## config.mk

```make
export PLATFORM = sky130hd
export DESIGN_NAME = fetch_seq
export DESIGN_NICKNAME = d
export VERILOG_FILES = /design/src/rtl/fetch_seq.sv
export SDC_FILE = /design/constraint.sdc
export NUM_CORES = 1
export LEC_CHECK = 0
export CORE_MARGIN = 4
export CORE_UTILIZATION = 41
export DETAILED_ROUTE_END_ITERATION = 7
export PLACE_DENSITY_LB_ADDON = 0.08
export SKIP_CTS_REPAIR_TIMING = 1
export SLEW_MARGIN = 5
export SYNTH_ARGS = -nofsm -noshare
export SYNTH_HDL_FRONTEND = slang
export SYNTH_SLANG_ARGS = --single-unit
```

## constraint.sdc

```tcl
create_clock -name clk -period 1.5 [get_ports clk]
set_clock_uncertainty 0.05 [all_clocks]
set_input_delay 0.15 -clock clk [delete_from_list [all_inputs] [get_ports clk]]
set_output_delay 0.15 -clock clk [all_outputs]
set_load 0.02 [all_outputs]
```

## src/rtl/fetch_seq.sv

```systemverilog
// Instruction fetch sequencer: owns the program counter, reads the two instruction
// bytes, strobes the instruction register, hands off to execution and stops on halt.
module fetch_seq #(
    parameter int          ADDR_W = 8,
    parameter logic [2:0]  HLT_OP = 3'b000
) (
    input  logic              clk,
    input  logic              rst,
    input  logic              start,
    input  logic              mem_ready,
    input  logic [2:0]        ins,
    input  logic              exec_done,
    input  logic              pc_load,
    input  logic [ADDR_W-1:0] pc_new,
    output logic [ADDR_W-1:0] addr,
    output logic              mem_rd,
    output logic [1:0]        fetch,
    output logic              exec_go,
    output logic              halted
);

    typedef enum logic [3:0] {
        S_IDLE = 4'd0,
        S_RD1  = 4'd1,
        S_LD1  = 4'd2,
        S_DEC  = 4'd3,
        S_RD2  = 4'd4,
        S_LD2  = 4'd5,
        S_GO   = 4'd6,
        S_WAIT = 4'd7,
        S_HALT = 4'd8
    } state_t;

    localparam logic [ADDR_W-1:0] PC_ONE  = ADDR_W'(1);
    localparam logic [ADDR_W-1:0] PC_ZERO = ADDR_W'(0);

    state_t            state_r, state_s;
    logic [ADDR_W-1:0] pc_r, pc_s;
    logic              mem_rd_r, mem_rd_s;
    logic [1:0]        fetch_r, fetch_s;
    logic              exec_go_r, exec_go_s;
    logic              halted_r, halted_s;

    // Next state and next program counter.
    always_comb begin
        state_s = state_r;
        pc_s    = pc_r;
        case (state_r)
            S_IDLE: begin
                if (start) state_s = S_RD1;
                else       state_s = S_IDLE;
            end
            S_RD1: begin
                if (mem_ready) state_s = S_LD1;
                else           state_s = S_RD1;
            end
            S_LD1: begin
                pc_s    = pc_r + PC_ONE;
                state_s = S_DEC;
            end
            S_DEC: begin
                if (ins == HLT_OP) state_s = S_HALT;
                else               state_s = S_RD2;
            end
            S_RD2: begin
                if (mem_ready) state_s = S_LD2;
                else           state_s = S_RD2;
            end
            S_LD2: begin
                pc_s    = pc_r + PC_ONE;
                state_s = S_GO;
            end
            S_GO: state_s = S_WAIT;
            S_WAIT: begin
                if (exec_done) begin
                    state_s = S_RD1;
                    if (pc_load) pc_s = pc_new;
                    else         pc_s = pc_r;
                end else begin
                    state_s = S_WAIT;
                end
            end
            S_HALT: begin
                if (start) state_s = S_RD1;
                else       state_s = S_HALT;
            end
            default: begin
                state_s = S_IDLE;
                pc_s    = PC_ZERO;
            end
        endcase
    end

    // Moore outputs decoded from the upcoming state so they register in step with it.
    always_comb begin
        mem_rd_s  = 1'b0;
        fetch_s   = 2'b00;
        exec_go_s = 1'b0;
        halted_s  = 1'b0;
        case (state_s)
            S_RD1, S_RD2: mem_rd_s = 1'b1;
            S_LD1: begin
                mem_rd_s = 1'b1;
                fetch_s  = 2'b01;
            end
            S_LD2: begin
                mem_rd_s = 1'b1;
                fetch_s  = 2'b10;
            end
            S_GO:    exec_go_s = 1'b1;
            S_HALT:  halted_s  = 1'b1;
            default: mem_rd_s  = 1'b0;
        endcase
    end

    // State, program counter and output registers.
    always_ff @(posedge clk or posedge rst) begin
        if (rst) begin
            state_r   <= S_IDLE;
            pc_r      <= PC_ZERO;
            mem_rd_r  <= 1'b0;
            fetch_r   <= 2'b00;
            exec_go_r <= 1'b0;
            halted_r  <= 1'b0;
        end else begin
            state_r   <= state_s;
            pc_r      <= pc_s;
            mem_rd_r  <= mem_rd_s;
            fetch_r   <= fetch_s;
            exec_go_r <= exec_go_s;
            halted_r  <= halted_s;
        end
    end

    assign addr    = pc_r;
    assign mem_rd  = mem_rd_r;
    assign fetch   = fetch_r;
    assign exec_go = exec_go_r;
    assign halted  = halted_r;

endmodule

```

==> out/qor.csv <==
stage,metric,value,unit
finish,drive_gt1_share,23.4,%
finish,stdcell_area,1530,um^2
synth,synth_cells,111,
grt,grt_pass1_wl,4.34,mm
synth,synth.distinct_cells,38,
sta,slew_violations,0,
critical_path,r2r_start,state_r[0],
sta,hold_viol,0,
finish,fin_cells,186,
sta,period_share,114,%
cts,clkTransAtPathRegs,110,ps
cts,cts.sinks,17,
sta,tightest_slew,460,ps
critical_path,end_kind,register,
synth,synthFlopType,dfrtp_1,
floorplan,dieArea,3330,um^2
grt,overflow,0,
floorplan,core,2280,um^2
power_and_ir_drop,vdd_drop_max,1.08,mV
drt,routedWlPerCell,13.8,um
cts,clock_path_buffers,2,
grt,grt_pass1_vias,967,
drt,ant_nets,0,
synth,seq_area_frac_synth,42.0,%
drt,drc,0,
placement,dp.cells,178,
flow_run,cap_violations,0,
drt,drt-pass1-iter-count,4,
placement,hpwl,1.87,mm
sta,fin_ws,-209,ps
power_and_ir_drop,total_power,2.73,mW
placement,portBuffers,29,
sta,setup_viol,9,
floorplan,io_pins,30,
floorplan,rows,17,
cts,cts_root_buf,clkbuf_4,
sta,setup_tns,-1420,ps
synth,syn_nets,129,
synth,netlist_area,1010,um^2
synth,synth_edf_count,0,
critical_path,startpoint,state_r[0],
drt,num_vias,987,
grt,grt_usage,16.1,%
sta,period_minus_slack,1710,ps
grt,grt_max_degree,17,
critical_path,setup.worst_path.class,register to register,
grt,grt_antenna_before_repair,0,
placement,post_dp_cell_area,1430,um^2
synth,synthArstFlopShare,100,%
status,status,finished with violations,
status,failed_checks,setup timing,
sta,fmax,585,MHz
floorplan,die_x,57.7,um
critical_path,arrival,1890,ps
critical_path,cp.required,1680,ps
cts,clk_latency,290,ps
finish,nets,177,
drt,drtIter0Drc,20,
finish,layout_commonest_cell,clkdlybuf4s50_1,
power_and_ir_drop,p_per_area,1790,nW/um^2
synth,ys_warn_count,0,
placement,routabilityCongestion,0.820,
finish,diodes,0,
drt,detail_route.vias_per_cell,5.31,
cts,tritoncts,built,
critical_path,start_kind,register,
finish,area_growth,51.0,%
sta,slew_headroom,69.1,%
cts,htreeDepth,1,
cts,tritoncts.num_buffers,3,
sta,rsz0062_at_grt,yes,
drt,wirelength,2.57,mm
critical_path,cp_max_fo,8,
min_path,holdCritPathClass,primary input to asynchronous set/reset pin,
synth,syn_avg_cell_area,9.13,um^2
floorplan,dieHeight,57.7,um
power_and_ir_drop,leakage,0.780,nW
synth,ys_ff_latch,17,
floorplan,start_util,44.5,%
finish,mostFrequentLayoutCells,"clkdlybuf4s50_1 (21), buf_4 (16), dfrtp_1 (15)",
==> kinds of logic (layout without fill, tap and decap cells) <==
kind of cell	count (synthesis)	in the layout	synth area share (%)
mux	1	1	0.988
simple gates	47	47	26.4
buf+inv	10	57	4.57
flops	17	17	42.0
fa+ha+maj	1	1	1.23
compound gates	34	34	24.0
xor+xnor	1	1	0.864
==> worst paths after layout <==
kind,to,slack (ps),depth (start not counted)
min in group clk,addr[0],420,3
max reg2reg,addr[1],-210,6
min,addr[7],30,2
max in group asynchronous,addr[0],910,3
max,addr[1],-210,6
min reg2reg,addr[7],500,2
==> registers in the layout, indices dropped and copies added, names as in the netlist <==
name and flops:
exec_go 1, halted 1, mem_rd 1, state_r 4, fetch 2, addr 8
==> power by group <==
| part | internal [mW] | leakage, nW | switching, mW |
|---|---|---|---|
| clock network | 0.0991 | 0.0177 | 0.158 |
| logic | 0.867 | 0.540 | 0.886 |
| registers | 0.596 | 0.222 | 0.126 |
| total | 1.56 | 0.780 | 1.17 |
==> layout make-up <==
class / count / area [um^2]
clock buffers: 3 / 22.5
clock inverters: 1 / 5.00
fillers: 186 / 746
inverters: 5 / 18.8
multi-input cells: 84 / 557
flip-flops and latches: 17 / 428
well taps: 28 / 35.0
repair buffers: 48 / 464
==> metrics by stage <==
stage	hold WS [ps]	util [%]	worst slack, ps
final	26.5	67.2	-209
after floorplan	26.0	-	11.8
after global placement	352	62.6	-296
after CTS	34.7	63.8	-338
after global routing	55.7	67.2	-294
after detailed placement	354	62.6	-379
==> cells in the mapped netlist, types with 2 or more instances <==
cell / n / area, um^2
and3_1: 3 / 18.8
nand3_1: 4 / 20.0
buf_2: 4 / 20.0
nor3_1: 2 / 10.0
and2_1: 2 / 12.5
a21oi_1: 6 / 30.0
nand2b_1: 5 / 31.3
nor3_2: 2 / 20.0
nand2_1: 10 / 37.5
dfrtp_1: 17 / 425
inv_1: 5 / 18.8
nor2_1: 10 / 37.5
a32oi_1: 4 / 35.0
o21ai_1: 13 / 65.1
==> metal layers <==
layer	share of wire [%]	up-vias	GRT usage (%)
met3	4.9	2	3.12
met5	0	-	0
met2	44	25	25.5
li1	-	496	-
met4	0.90	0	2.98
met1	50	464	22.9
==> worst max-delay path, stage by stage (launching register included) <==
cell,delay [ps]
dfrtp_1,450
or3b_4,420
buf_6,130
a21oi_4,250
buf_4,160
a22oi_1,50
o21ai_1,130
Note: power is estimated with default switching activity, not from simulation.
